===== src/rtl/frv_masked_shfrot_pkg.sv =====
// Shared types and constants for the masked shift/rotate scheduler.
package frv_masked_shfrot_pkg;

  typedef enum logic [1:0] {
    IDLE = 2'd0,
    BUSY = 2'd1,
    RESP = 2'd2
  } sched_state_t;

  localparam int OP_SRLI = 0;
  localparam int OP_SLLI = 1;
  localparam int OP_RORI = 2;
  localparam int SHAMT_W = 5;

  // An opcode is legal only when exactly one of {rori, slli, srli} is set.
  function automatic logic op_is_legal(input logic [2:0] op);
    return (op == 3'b001) || (op == 3'b010) || (op == 3'b100);
  endfunction

endpackage


===== src/rtl/frv_rr_arbiter.sv =====
// Combinational N-way round-robin arbiter: searches upward from last_grant+1.
module frv_rr_arbiter #(
  parameter int N_REQ = 2,
  parameter int IDX_W = 2
) (
  input  logic [N_REQ-1:0] req_i,
  input  logic [IDX_W-1:0] last_grant_i,
  output logic [N_REQ-1:0] gnt_o,
  output logic [IDX_W-1:0] gnt_idx_o
);

  logic found;

  // Pick the first requester at distance 1..N_REQ from the previous winner.
  always_comb begin
    gnt_o     = '0;
    gnt_idx_o = '0;
    found     = 1'b0;
    for (int k = 1; k <= N_REQ; k++) begin
      for (int i = 0; i < N_REQ; i++) begin
        if (!found && req_i[i] && (((int'(last_grant_i) + k) % N_REQ) == i)) begin
          found     = 1'b1;
          gnt_o[i]  = 1'b1;
          gnt_idx_o = IDX_W'(i);
        end else begin
          found = found;
        end
      end
    end
  end

endmodule


===== src/rtl/frv_masked_shfrot_sched.sv =====
// Shares one masked shift/rotate unit between N_REQ requesters, keeping the
// unit's inputs zero outside an operation and never recombining shares.
module frv_masked_shfrot_sched
  import frv_masked_shfrot_pkg::*;
#(
  parameter int BIT_WIDTH = 32,
  parameter int N_REQ     = 2,
  parameter int TIMEOUT   = 15
) (
  input  logic                       clk,
  input  logic                       rst,
  input  logic [N_REQ-1:0]           req_valid,
  output logic [N_REQ-1:0]           req_ready,
  input  logic [3*N_REQ-1:0]         req_op,
  input  logic [5*N_REQ-1:0]         req_shamt,
  input  logic [BIT_WIDTH*N_REQ-1:0] req_s0,
  input  logic [BIT_WIDTH*N_REQ-1:0] req_s1,
  output logic                       rsp_valid,
  output logic [1:0]                 rsp_id,
  output logic                       rsp_err,
  output logic [BIT_WIDTH-1:0]       rsp_r0,
  output logic [BIT_WIDTH-1:0]       rsp_r1,
  input  logic                       rsp_ready,
  input  logic                       rng_valid,
  input  logic [BIT_WIDTH-1:0]       rng_data,
  output logic                       rng_take,
  output logic                       su_ena,
  output logic                       su_srli,
  output logic                       su_slli,
  output logic                       su_rori,
  output logic [5:0]                 su_shamt,
  output logic [BIT_WIDTH-1:0]       su_s0,
  output logic [BIT_WIDTH-1:0]       su_s1,
  output logic [BIT_WIDTH-1:0]       su_rp0,
  input  logic [BIT_WIDTH-1:0]       su_r0,
  input  logic [BIT_WIDTH-1:0]       su_r1,
  input  logic                       su_ready
);

  localparam int CNT_W = $clog2(TIMEOUT + 1);

  sched_state_t           state_q, state_d;
  logic [1:0]             last_grant_q, last_grant_d;
  logic [CNT_W-1:0]       cnt_q, cnt_d;
  logic                   su_ena_q, su_ena_d;
  logic [2:0]             su_op_q, su_op_d;
  logic [SHAMT_W-1:0]     su_shamt_q, su_shamt_d;
  logic [BIT_WIDTH-1:0]   su_s0_q, su_s0_d, su_s1_q, su_s1_d, su_rp0_q, su_rp0_d;
  logic                   rsp_valid_q, rsp_valid_d, rsp_err_q, rsp_err_d;
  logic [1:0]             rsp_id_q, rsp_id_d;
  logic [BIT_WIDTH-1:0]   rsp_r0_q, rsp_r0_d, rsp_r1_q, rsp_r1_d;

  logic [N_REQ-1:0]       gnt_s;
  logic [1:0]             gnt_idx_s;
  logic                   accept_s;
  logic [2:0]             sel_op_s;
  logic [SHAMT_W-1:0]     sel_shamt_s;
  logic [BIT_WIDTH-1:0]   sel_s0_s, sel_s1_s;

  frv_rr_arbiter #(.N_REQ(N_REQ), .IDX_W(2)) u_arb (
    .req_i        (req_valid),
    .last_grant_i (last_grant_q),
    .gnt_o        (gnt_s),
    .gnt_idx_o    (gnt_idx_s)
  );

  // Grant is offered only in IDLE and only when fresh padding randomness exists.
  always_comb begin
    req_ready = '0;
    if ((state_q == IDLE) && rng_valid) begin
      req_ready = gnt_s;
    end else begin
      req_ready = '0;
    end
    accept_s = |req_ready;
    rng_take = accept_s;
  end

  // Route the granted requester's operands onto a single capture path.
  always_comb begin
    sel_op_s    = '0;
    sel_shamt_s = '0;
    sel_s0_s    = '0;
    sel_s1_s    = '0;
    for (int i = 0; i < N_REQ; i++) begin
      if (gnt_s[i]) begin
        sel_op_s    = req_op[3*i +: 3];
        sel_shamt_s = req_shamt[SHAMT_W*i +: SHAMT_W];
        sel_s0_s    = req_s0[BIT_WIDTH*i +: BIT_WIDTH];
        sel_s1_s    = req_s1[BIT_WIDTH*i +: BIT_WIDTH];
      end else begin
        sel_op_s = sel_op_s;
      end
    end
  end

  // Next-state logic: IDLE accepts, BUSY drives the unit, RESP holds the answer.
  always_comb begin
    state_d      = state_q;
    last_grant_d = last_grant_q;
    cnt_d        = cnt_q;
    su_ena_d     = su_ena_q;
    su_op_d      = su_op_q;
    su_shamt_d   = su_shamt_q;
    su_s0_d      = su_s0_q;
    su_s1_d      = su_s1_q;
    su_rp0_d     = su_rp0_q;
    rsp_valid_d  = rsp_valid_q;
    rsp_id_d     = rsp_id_q;
    rsp_err_d    = rsp_err_q;
    rsp_r0_d     = rsp_r0_q;
    rsp_r1_d     = rsp_r1_q;
    case (state_q)
      IDLE: begin
        if (accept_s) begin
          last_grant_d = gnt_idx_s;
          rsp_id_d     = gnt_idx_s;
          if (op_is_legal(sel_op_s)) begin
            state_d    = BUSY;
            cnt_d      = '0;
            su_ena_d   = 1'b1;
            su_op_d    = sel_op_s;
            su_shamt_d = sel_shamt_s;
            su_s0_d    = sel_s0_s;
            su_s1_d    = sel_s1_s;
            su_rp0_d   = rng_data;
          end else begin
            // Illegal opcode: answer with an error and keep the unit inputs at zero.
            state_d     = RESP;
            rsp_valid_d = 1'b1;
            rsp_err_d   = 1'b1;
            rsp_r0_d    = '0;
            rsp_r1_d    = '0;
          end
        end else begin
          state_d = IDLE;
        end
      end
      BUSY: begin
        if (su_ready || (cnt_q == CNT_W'(TIMEOUT))) begin
          state_d     = RESP;
          rsp_valid_d = 1'b1;
          rsp_err_d   = !su_ready;
          rsp_r0_d    = su_ready ? su_r0 : '0;
          rsp_r1_d    = su_ready ? su_r1 : '0;
          su_ena_d    = 1'b0;
          su_op_d     = '0;
          su_shamt_d  = '0;
          su_s0_d     = '0;
          su_s1_d     = '0;
          su_rp0_d    = '0;
        end else begin
          cnt_d = cnt_q + CNT_W'(1);
        end
      end
      RESP: begin
        if (rsp_ready) begin
          state_d     = IDLE;
          rsp_valid_d = 1'b0;
          rsp_err_d   = 1'b0;
          rsp_id_d    = 2'd0;
          rsp_r0_d    = '0;
          rsp_r1_d    = '0;
        end else begin
          state_d = RESP;
        end
      end
      default: begin
        state_d = IDLE;
      end
    endcase
  end

  // State and datapath registers with synchronous reset.
  always_ff @(posedge clk) begin
    if (rst) begin
      state_q      <= IDLE;
      last_grant_q <= 2'(N_REQ - 1);
      cnt_q        <= '0;
      su_ena_q     <= 1'b0;
      su_op_q      <= '0;
      su_shamt_q   <= '0;
      su_s0_q      <= '0;
      su_s1_q      <= '0;
      su_rp0_q     <= '0;
      rsp_valid_q  <= 1'b0;
      rsp_id_q     <= 2'd0;
      rsp_err_q    <= 1'b0;
      rsp_r0_q     <= '0;
      rsp_r1_q     <= '0;
    end else begin
      state_q      <= state_d;
      last_grant_q <= last_grant_d;
      cnt_q        <= cnt_d;
      su_ena_q     <= su_ena_d;
      su_op_q      <= su_op_d;
      su_shamt_q   <= su_shamt_d;
      su_s0_q      <= su_s0_d;
      su_s1_q      <= su_s1_d;
      su_rp0_q     <= su_rp0_d;
      rsp_valid_q  <= rsp_valid_d;
      rsp_id_q     <= rsp_id_d;
      rsp_err_q    <= rsp_err_d;
      rsp_r0_q     <= rsp_r0_d;
      rsp_r1_q     <= rsp_r1_d;
    end
  end

  assign su_ena    = su_ena_q;
  assign su_srli   = su_op_q[OP_SRLI];
  assign su_slli   = su_op_q[OP_SLLI];
  assign su_rori   = su_op_q[OP_RORI];
  assign su_shamt  = {1'b0, su_shamt_q};
  assign su_s0     = su_s0_q;
  assign su_s1     = su_s1_q;
  assign su_rp0    = su_rp0_q;
  assign rsp_valid = rsp_valid_q;
  assign rsp_id    = rsp_id_q;
  assign rsp_err   = rsp_err_q;
  assign rsp_r0    = rsp_r0_q;
  assign rsp_r1    = rsp_r1_q;

endmodule


===== config.mk =====
export PLATFORM = sky130hd
export DESIGN_NAME = frv_masked_shfrot_sched
export DESIGN_NICKNAME = d
export VERILOG_FILES = /design/src/rtl/frv_masked_shfrot_pkg.sv /design/src/rtl/frv_rr_arbiter.sv /design/src/rtl/frv_masked_shfrot_sched.sv
export SDC_FILE = /design/constraint.sdc
export NUM_CORES = 1
export LEC_CHECK = 0
export ABC_CLOCK_PERIOD_IN_PS = 6000
export BUFFER_PORTS_ARGS = -buffer_cell sky130_fd_sc_hd__buf_4
export CAP_MARGIN = 15
export CORE_AREA = 5 5 161 163
export CTS_CLUSTER_DIAMETER = 40
export DETAILED_ROUTE_END_ITERATION = 8
export DIE_AREA = 0 0 166 168
export SYNTH_ARGS = -nofsm -noshare
export SYNTH_HDL_FRONTEND = slang
export SYNTH_SLANG_ARGS = --single-unit

===== constraint.sdc =====
create_clock -name clk -period 6 [get_ports clk]
set_clock_uncertainty 0.1 [all_clocks]
set_input_delay 1.2 -clock clk [delete_from_list [all_inputs] [get_ports clk]]
set_output_delay 1.2 -clock clk [all_outputs]
set_load 0.02 [all_outputs]

==> results of run 1 <==
-- final timing paths --
check | depth (start not counted) | to
max | 8 | rsp_r0[3]$_SDFFE_PP0P_
min | 2 | su_op_q[0]$_SDFFE_PP0P_
max reg2reg | 7 | rsp_r0[3]$_SDFFE_PP0P_
min reg2reg | 2 | su_op_q[0]$_SDFFE_PP0P_
-- power by group --
part | internal, µW | switching [µW] | total (µW) | leakage, µW
registers | 1250 | 39.5 | 1290 | 0.00145
clock network | 578 | 536 | 1110 | 0.000284
logic | 308 | 379 | 687 | 0.00317
-- synthesized netlist by cell type (2+ instances only) --
| cell type | number |
|---|---|
| a211o_1 | 2 |
| a211oi_1 | 2 |
| a21oi_1 | 7 |
| a22o_1 | 133 |
| a22oi_1 | 102 |
| a32oi_1 | 2 |
| and2_1 | 3 |
| and3_1 | 2 |
| buf_2 | 20 |
| buf_4 | 6 |
| clkbuf_1 | 41 |
| dfxtp_1 | 179 |
| inv_1 | 3 |
| mux2i_1 | 2 |
| nand2_1 | 2 |
| nand2b_1 | 4 |
| nand3_1 | 2 |
| nor2_1 | 109 |
| nor2b_1 | 2 |
| nor3_1 | 3 |
| o21ai_0 | 6 |
| o21bai_1 | 3 |
| o31ai_1 | 3 |
-- layout by cell type (no fill, tap or decap), types with 2 or more instances in the layout --
cell / synthesis / layout
o21bai_1: 3 / 3
clkinv_4: 0 / 3
clkbuf_8: 0 / 2
o31ai_1: 3 / 3
dfxtp_1: 179 / 179
buf_4: 6 / 429
nand2_1: 2 / 2
nor2b_1: 2 / 2
conb_1: 1 / 2
nor3_1: 3 / 2
and2_1: 3 / 2
a22o_1: 133 / 133
a32oi_1: 2 / 2
clkinvlp_4: 0 / 2
nand3_1: 2 / 2
nand2b_1: 4 / 4
a211o_1: 2 / 2
mux2i_1: 2 / 2
clkbuf_16: 0 / 17
clkinv_8: 0 / 3
a211oi_1: 2 / 2
nor3_2: 1 / 2
inv_6: 0 / 2
inv_1: 3 / 3
a22oi_1: 102 / 102
inv_8: 0 / 3
nor2_1: 109 / 109
o21ai_0: 6 / 6
and3_1: 2 / 2
a21oi_1: 7 / 7
-- worst reg2reg max path, cell delays in order, from the launching register on --
cell and delay (ns):
dfxtp_1 0.35, a21boi_4 0.39, a32oi_4 0.16, nor3_2 0.42, a221oi_4 0.18, nor2_4 0.55, buf_4 0.48, a22o_1 0.20
-- layout make-up --
| type | count | area share |
|---|---|---|
| Sequential cell | 179 | 0.3323 |
| Timing Repair Buffer | 430 | 0.3005 |
| Multi-Input combinational cell | 415 | 0.2730 |
| Clock buffer | 19 | 0.04201 |
| Tap cell | 324 | 0.03760 |
| Clock inverter | 13 | 0.01311 |
| Inverter | 4 | 0.001392 |
-- state kept, by name, summed over array words and instances, names as in the netlist --
signal,count
rsp_id,1
cnt_q,4
su_shamt_q,5
su_ena,1
su_op_q,3
rsp_r1,32
state_q,2
su_s0,32
su_rp0,32
rsp_err,1
last_grant_q,1
rsp_r0,32
rsp_valid,1
su_s1,32
-- per-layer routing --
layer,vias to the layer above,global-route usage,part of all wire
met4,0,0.03802,0.0088
met3,10,0.06377,0.082
met1,3109,0.2100,0.42
met2,282,0.2917,0.49
met5,-,0,0
li1,3268,-,-
-- logic make-up after synthesis --
kind of cell / after synthesis / synth area share
xor gates and xnor gates: 2 / 0.003666
adders and majority gates: 1 / 0.001832
DFF: 179 / 0.5248
other: 1 / 0.0005492
buffers and inverters: 72 / 0.04764
AOI/OAI and AO/OA: 272 / 0.3317
and+or+nand+nor: 136 / 0.08686
muxes: 2 / 0.002932
-- through the flow --
step | setup WS [ns] | area (µm²) | total power (µW) | util
2_1_floorplan | 2.629 | 6832 | 1703 | -
3_3_place_gp | 2.152 | 10170 | 2007 | 0.4206
3_5_place_dp | 2.104 | 10190 | 2013 | 0.4214
4_1_cts | 2.500 | 10780 | 3136 | 0.4460
5_1_grt | 2.361 | 10780 | 3248 | 0.4460
6_report | 2.504 | 10780 | 3092 | 0.4460
==> impl_metrics.toml, run 1 <==
[synth]
yosys-top-cells-area = "dfxtp_1, a22o_1, a22oi_1"
synthCells = 665
synth_top_area_share = 0.5248
synth_edf_count = 0
synth_area_per_cell_um2 = 10.27
ys_async_sr_fraction = 0
synth_warnings = 0
seq_area_frac_synth = 0.5248
yosys.cell_types.count = 50
synth_top_cell_by_area = "dfxtp_1"
synth_ff_type = "dfxtp_1"
syn_area_um2 = 6828
synth_seq_cells = 179

[worst_setup_path]
startpoint_type = "input port"
slowest_stage = "nor2_4"
cp-startpoint = "req_valid[0]"
crit_type = "input port to flip-flop"
max_stage_delay_ns = 0.54
critPathCaptureType = "flip-flop"
reg2reg_slack_ns = 3.11
required_ns = 6.25
crit_top_cell = "buf_4"
critical-path-top-delay-family = "simple AND/OR/NAND/NOR gates"
path_max_fanout = 35
reg2reg_from = "last_grant_q[0]$_SDFFE_PP1P_"
critPathBufInv = 2
crit_path_cell_trace = "buf_4 -> a21boi_4 -> a32oi_4 -> nor3_2 -> a221oi_4 -> nor2_4 -> buf_4 -> a22o_1"
cp.arrival_ns = 3.75

[clock_network]
post-cts-setup-buffer-count = 0
cts_root_buf = "clkbuf_16"
htree_levels = 4
clkSinkCount = 179
clk_pin_slew_ns = 0.07
cts_buffers = 17
clock_latency_ns = 0.41
cts_tree = "yes"
clockBufferDepth = 2
cts_hold_buffers = 0
cts_resized = 0

[final_layout]
drive_gt1_frac = 0.4519
final_nets = 1295
seq_area_um2 = 3583
layout-area-overhead-vs-synth_pct = 57.93
multi_input_area_um2 = 2944
insertedDiodeCount = 0
final_cells = 1384
fill_cells = 2372

[status]
status = "complete, no violations"

[power]
peakVddDrop_mv = 0.1990
powerDensity_nw_per_um2 = 286.8
power.leakage_uw = 0.004904

[global_route]
grt_first_pass_wirelength_mm = 38.34
grt_pass1_vias = 6506
antenna_found_initial = 0
grt_use_total = 0.1721
grt_remaining_overflow = 0
grt_max_degree = 95

[worst_hold_path]
hp-class = "flip-flop to flip-flop"
hp-start = "su_op_q[0]$_SDFFE_PP0P_"

[floorplanning]
die_area_um2 = 27890
core_area_um2 = 24180
rows = 57
ios = 424
initial_utilization = 0.2824
dieWidth_um = 166
die_y_um = 168

[route]
wl_per_cell_um = 18.58
finalWirelength_mm = 25.71
drc = 0
drt-pass1-iter-count = 4
drt_iter0_markers = 343
vias = 6669
viasPerCell = 4.819
final_antenna_net_count = 0

[flow_run]
cap_viol_max_count = 0

[place]
io_buffers = 421
dpl.hpwl_mm = 19.45
dp.cells = 1352
gp_routability_congestion = 0.8318

[sta]
hold_slack_ns = 0.3590
fmax_mhz = 286.0
fin_crit_ns = 3.496
setup_violations = 0
worst_slew_pin_slew_ns = 0.9844
rsz0062_at_grt = "false"
fin_crit_sh = 0.5827
setup_tns_ns = 0
hold_violations = 0
drv_slew = 0
max_slew_margin = 0.3438
Note: power is estimated with default switching activity, not from simulation.
==> run 2: changes to the inputs <==
--- a/config.mk
+++ b/config.mk
@@ -5,13 +5,13 @@
 export SDC_FILE = /design/constraint.sdc
 export NUM_CORES = 1
 export LEC_CHECK = 0
-export ABC_CLOCK_PERIOD_IN_PS = 6000
+export ABC_CLOCK_PERIOD_IN_PS = 3200
 export BUFFER_PORTS_ARGS = -buffer_cell sky130_fd_sc_hd__buf_4
 export CAP_MARGIN = 15
-export CORE_AREA = 5 5 161 163
+export CORE_AREA = 5 5 160 162
 export CTS_CLUSTER_DIAMETER = 40
 export DETAILED_ROUTE_END_ITERATION = 8
-export DIE_AREA = 0 0 166 168
+export DIE_AREA = 0 0 165 167
 export SYNTH_ARGS = -nofsm -noshare
 export SYNTH_HDL_FRONTEND = slang
 export SYNTH_SLANG_ARGS = --single-unit
==> constraint.sdc (replaced) <==
create_clock -name clk -period 3.2 [get_ports clk]
set_clock_uncertainty 0.1 [all_clocks]
set_input_delay 0.64 -clock clk [delete_from_list [all_inputs] [get_ports clk]]
set_output_delay 0.64 -clock clk [all_outputs]
set_load 0.02 [all_outputs]
==> run 2 against run 1 <==
  * Flip-flop and latch count unchanged
  * Final cell count grew 0.14%
  * Wire length grew 0.33%
  * Combinational power grew 92%
  * Non-clock buffer count increased by 2
  * Register-to-register slack worse by 2.4 ns
  * Utilization is 0.58 points higher
  * Sequential power rose by 88%
  * Die area down 1.2%
  * Via count rose by 0.21%
  * Critical path depth shrank 2
  * Clock power increased by 86%
==> impl_metrics.toml, run 2 (synthesis results as in run 1) <==
[worst_setup_path]
startpoint_type = "input port"
cp.arrival_ns = 1.99
cp-startpoint = "req_valid[0]"
reg2reg_from = "state_q[0]$_SDFFE_PP0P_"
path_max_fanout = 53
crit_type = "input port to output pin"
required_ns = 2.46
critPathCaptureType = "output pin"

[clock_network]
post-cts-setup-buffer-count = 0
cts_resized = 0
cts_root_buf = "clkbuf_16"
clk_pin_slew_ns = 0.07
cts_tree = "yes"
clock_latency_ns = 0.42
htree_levels = 4
cts_hold_buffers = 0
cts_buffers = 17
clkSinkCount = 179
clockBufferDepth = 2

[floorplanning]
die_area_um2 = 27560
initial_utilization = 0.2849
core_area_um2 = 23960
ios = 424
rows = 57
dieWidth_um = 165
die_y_um = 167

[global_route]
grt_max_degree = 73
antenna_found_initial = 1
grt_pass1_vias = 6533
grt_use_total = 0.1749
grt_remaining_overflow = 0
grt_first_pass_wirelength_mm = 37.76

[sta]
fin_ws_ns = 0.4699
rsz0062_at_grt = "false"
fmax_mhz = 366.3
fin_crit_sh = 0.8531
max_slew_margin = 0.5383
hold_violations = 0
setup_violations = 0
hold_slack_ns = 0.3313
setup_tns_ns = 0
drv_slew = 0
fin_crit_ns = 2.730
worst_slew_pin_slew_ns = 0.6926

[place]
gp_routability_congestion = 0.7577
dp.cells = 1354
io_buffers = 421
pre_cts_ws_ns = 0.3801
dpl.hpwl_mm = 19.42

[final_layout]
final_common_cell = "buf_4"
layout-area-overhead-vs-synth_pct = 58.55
final_cells = 1386
drive_gt1_frac = 0.4529
final_cell_mix = "buf_4, dfxtp_1, a22o_1, nor2_1, a22oi_1"
final_nets = 1297
insertedDiodeCount = 0

[power]
power.leakage_uw = 0.004933
intPower_uw = 4022
clkPwrFrac = 0.356
powerDensity_nw_per_um2 = 535.9
p_switching_uw = 1780
p_comb_frac = 0.227
peakVddDrop_mv = 0.2736
power_uw = 5802
switching_share = 0.3068
pwr-share-seq = 0.417

[route]
vias = 6683
viasPerCell = 4.822
drt-pass1-iter-count = 4
finalWirelength_mm = 25.79
drc = 0
drt_iter0_markers = 403
wl_per_cell_um = 18.61
final_antenna_net_count = 0

[worst_hold_path]
hp-class = "input port to flip-flop"
hp-start = "su_r0[11]"

[flow_run]
cap_viol_max_count = 0

[status]
status = "complete, no violations"
run 2: cell types whose count changed in the layout (fill, tap and decap cells not counted):
cell        change
inv_6           +2
clkinv_4        +1
inv_8           +1
clkinvlp_4      -2
clkinv_8        -2
buf_4           -1
buf_12          +3
run 2: final cells by class:
cell class / instances / area (µm²)
Fill cell: 2353 / 13140
Sequential cell: 179 / 3583
Timing Repair Buffer: 432 / 3293
Multi-Input combinational cell: 415 / 2944
Clock buffer: 19 / 452.9
Tap cell: 324 / 405.4
Clock inverter: 13 / 131.4
Inverter: 4 / 15.01
run 2: stage by stage:
step                      area (µm²)  utilization
final                          10830       0.4518
after global routing           10830       0.4518
after CTS                      10830       0.4518
after detailed placement       10240       0.4274
after global placement         10240       0.4274
after floorplan                 6832            -
run 2: final timing paths:
kind	end	slack, ns	cells past startpoint
hold reg to reg	rsp_r1[4]$_SDFFE_PP0P_	0.37	1
hold / removal	rsp_r0[11]$_SDFFE_PP0P_	0.33	2
setup / recovery	req_ready[1]	0.47	6
setup reg to reg	rsp_r0[28]$_SDFFE_PP0P_	0.68	7
run 2: power by group through the flow:
| stage | Combinational, µW | Sequential (µW) | Clock (µW) |
|---|---|---|---|
| after floorplan | 599 | 2590 | 0 |
| after global placement | 1320 | 2470 | 0 |
| after detailed placement | 1330 | 2470 | 0 |
| after CTS | 1330 | 2420 | 2130 |
| after global routing | 1410 | 2430 | 2230 |
| final | 1320 | 2420 | 2070 |
run 2: per-layer routing:
layer	GRT usage	wire length, µm
met1	0.1942	9952
met2	0.3075	12800
met3	0.06698	2600
met4	0.05208	424
met5	0	13
run 2: critical path, stage by stage:
cell,delay (ns)
buf_4,0.16
a21boi_4,0.27
buf_4,0.52
nand2_1,0.15
inv_1,0.08
buf_4,0.14
==> run 3: changes to the inputs <==
--- a/config.mk
+++ b/config.mk
@@ -8,10 +8,14 @@
 export ABC_CLOCK_PERIOD_IN_PS = 3200
 export BUFFER_PORTS_ARGS = -buffer_cell sky130_fd_sc_hd__buf_4
 export CAP_MARGIN = 15
-export CORE_AREA = 5 5 160 162
+export CELL_PAD_IN_SITES_DETAIL_PLACEMENT = 1
+export CELL_PAD_IN_SITES_GLOBAL_PLACEMENT = 1
+export CORE_ASPECT_RATIO = 0.8
+export CORE_MARGIN = 5
+export CORE_UTILIZATION = 28
 export CTS_CLUSTER_DIAMETER = 40
 export DETAILED_ROUTE_END_ITERATION = 8
-export DIE_AREA = 0 0 165 167
+export PLACE_DENSITY_LB_ADDON = 0.1
 export SYNTH_ARGS = -nofsm -noshare
 export SYNTH_HDL_FRONTEND = slang
 export SYNTH_SLANG_ARGS = --single-unit
==> run 3 against run 2 <==
  * Cell area up 0.48%
  * Fmax increased by 3.4%
  * Sequential power barely moved
  * Worst setup slack better by 0.090 ns
  * Flip-flop and latch count did not move
  * Critical path depth unchanged
  * Final cell count shrank 0.36%
  * Global-route usage grew 0.81 points
  * First-iteration DRC count decreased by 28%
==> impl_metrics.toml, run 3 (synthesis results as in run 1) <==
[global_route]
grt_pass1_vias = 6943
antenna_found_initial = 0
grt_first_pass_wirelength_mm = 39.74
grt_use_total = 0.1830
grt_max_degree = 70
grt_remaining_overflow = 0

[place]
place_area_um2 = 10250
dpl.hpwl_mm = 20.11
gp_routability_congestion = 0.7545
io_buffers = 421

[sta]
hold_slack_ns = 0.3217
drv_slew = 0
hold_violations = 0
fin_crit_ns = 2.640
fmax_mhz = 378.7
worst_slew_pin_slew_ns = 0.7507
fin_crit_sh = 0.8251
setup_tns_ns = 0
rsz0062_at_grt = "false"
max_slew_margin = 0.4996
setup_violations = 0

[worst_setup_path]
crit_type = "input port to output pin"
slowest_stage = "buf_4"
max_stage_delay_ns = 0.42
crit_path_cell_trace = "buf_4 -> a21boi_4 -> buf_4 -> nand2_1 -> inv_1 -> buf_4"
reg2reg_from = "last_grant_q[0]$_SDFFE_PP1P_"
reg2reg_depth = 7
critPathBufInv = 4
crit_top_cell = "buf_4"
reg2reg_to = "su_rp0[30]$_SDFFE_PP0P_"
reg2reg_slack_ns = 0.78
path_max_fanout = 36
cp.arrival_ns = 1.90
startpoint_type = "input port"
required_ns = 2.46
critical-path-top-delay-family = "buffers and inverters"
critPathCaptureType = "output pin"

[route]
drc = 0
final_antenna_net_count = 0
wl_per_cell_um = 19.64
vias = 6774
drt-pass1-iter-count = 4
viasPerCell = 4.905
finalWirelength_mm = 27.12
drt_iter0_markers = 290

[final_layout]
final_common_cell = "buf_4"
design_area_um2 = 10880
drive_gt1_frac = 0.4534
layout-area-overhead-vs-synth_pct = 59.32
final_cell_mix = "buf_4, dfxtp_1, a22o_1, nor2_1, a22oi_1"
insertedDiodeCount = 0
final_nets = 1298

[worst_hold_path]
whs_endpoint = "rsp_r0[7]$_SDFFE_PP0P_"
hp-class = "input port to flip-flop"
holdPathStages = 2
hp-start = "su_r0[7]"

[flow_run]
cap_viol_max_count = 0

[floorplanning]
dieWidth_um = 184.6
core_area_um2 = 24180
rows = 51
die_y_um = 149.7
initial_utilization = 0.2823
die_area_um2 = 27630
ios = 424

[clock_network]
htree_levels = 4
clk_pin_slew_ns = 0.08
cts_hold_buffers = 0
clockBufferDepth = 2
clkSinkCount = 179
post-cts-setup-buffer-count = 0
cts_tree = "yes"
cts_resized = 0
clock_latency_ns = 0.42
cts_root_buf = "clkbuf_16"
cts_buffers = 17

[power]
peakVddDrop_mv = 0.2980
powerDensity_nw_per_um2 = 549.1
power.leakage_uw = 0.004954

[status]
status = "complete, no violations"
run 3: cell count changes in the layout (fill, tap and decap cells not counted):
cell and delta:
clkinv_8 +1, buf_12 +1, clkbuf_8 -1, clkinv_4 -4
inv_6 +1, inv_8 -1, clkinvlp_4 +2, bufinv_16 +2
run 3: report_power, final:
group	internal (µW)	switching, µW	total (µW)	leakage [µW]
Combinational	608	732	1340	0.00320
Clock	1220	997	2210	0.000300
Sequential	2350	73.7	2420	0.00145
Total	4170	1800	5970	0.00495
run 3: per-stage QoR:
| stage | setup WS [ns] | utilization | cells | total power, µW |
|---|---|---|---|---|
| floorplan | 0.6741 | - | 666 | 3194 |
| global placement | 0.4326 | 0.4240 | 1349 | 3812 |
| detailed placement | 0.3907 | 0.4240 | 1349 | 3825 |
| CTS | 0.5097 | 0.4498 | 1381 | 6066 |
| global route | 0.4743 | 0.4498 | 1381 | 6249 |
| finish | 0.5597 | 0.4498 | 1381 | 5973 |
run 3: cell type report:
class / instances / area (µm²)
fillers: 2728 / 13310
flip-flops and latches: 179 / 3583
repair buffers: 433 / 3313
multi-input cells: 415 / 2944
clock buffers: 18 / 439.2
well taps: 318 / 397.9
clock inverters: 14 / 185.2
inverters: 4 / 15.01
run 3: worst max-delay path by stage:
stage	start	endpoint	slack [ns]	cells past startpoint
finish	req_valid[0]	req_ready[1]	0.56	6
global route	req_valid[0]	req_ready[1]	0.47	6
CTS	req_valid[0]	req_ready[1]	0.51	6
detailed placement	req_valid[0]	su_rp0[30]$_SDFFE_PP0P_	0.39	8
global placement	req_valid[1]	su_rp0[0]$_SDFFE_PP0P_	0.43	8
floorplan	req_valid[0]	su_s0[0]$_SDFFE_PP0P_	0.67	10
run 3: layer usage:
metal / up-vias / global-route usage / share of wire
li1: 3266 / - / -
met4: 0 / 0.03622 / 0.0092
met3: 16 / 0.05978 / 0.079
met1: 3258 / 0.2236 / 0.41
met2: 234 / 0.3175 / 0.50
met5: - / 0 / 0
run 3: worst reg2reg max path: stages (launching register included):
cell and delay (ns):
dfxtp_1 0.36, nand2b_4 0.20, a32o_2 0.33, xnor2_1 0.35
a21bo_4 0.46, buf_4 0.33, a22oi_1 0.13, nor2_1 0.11
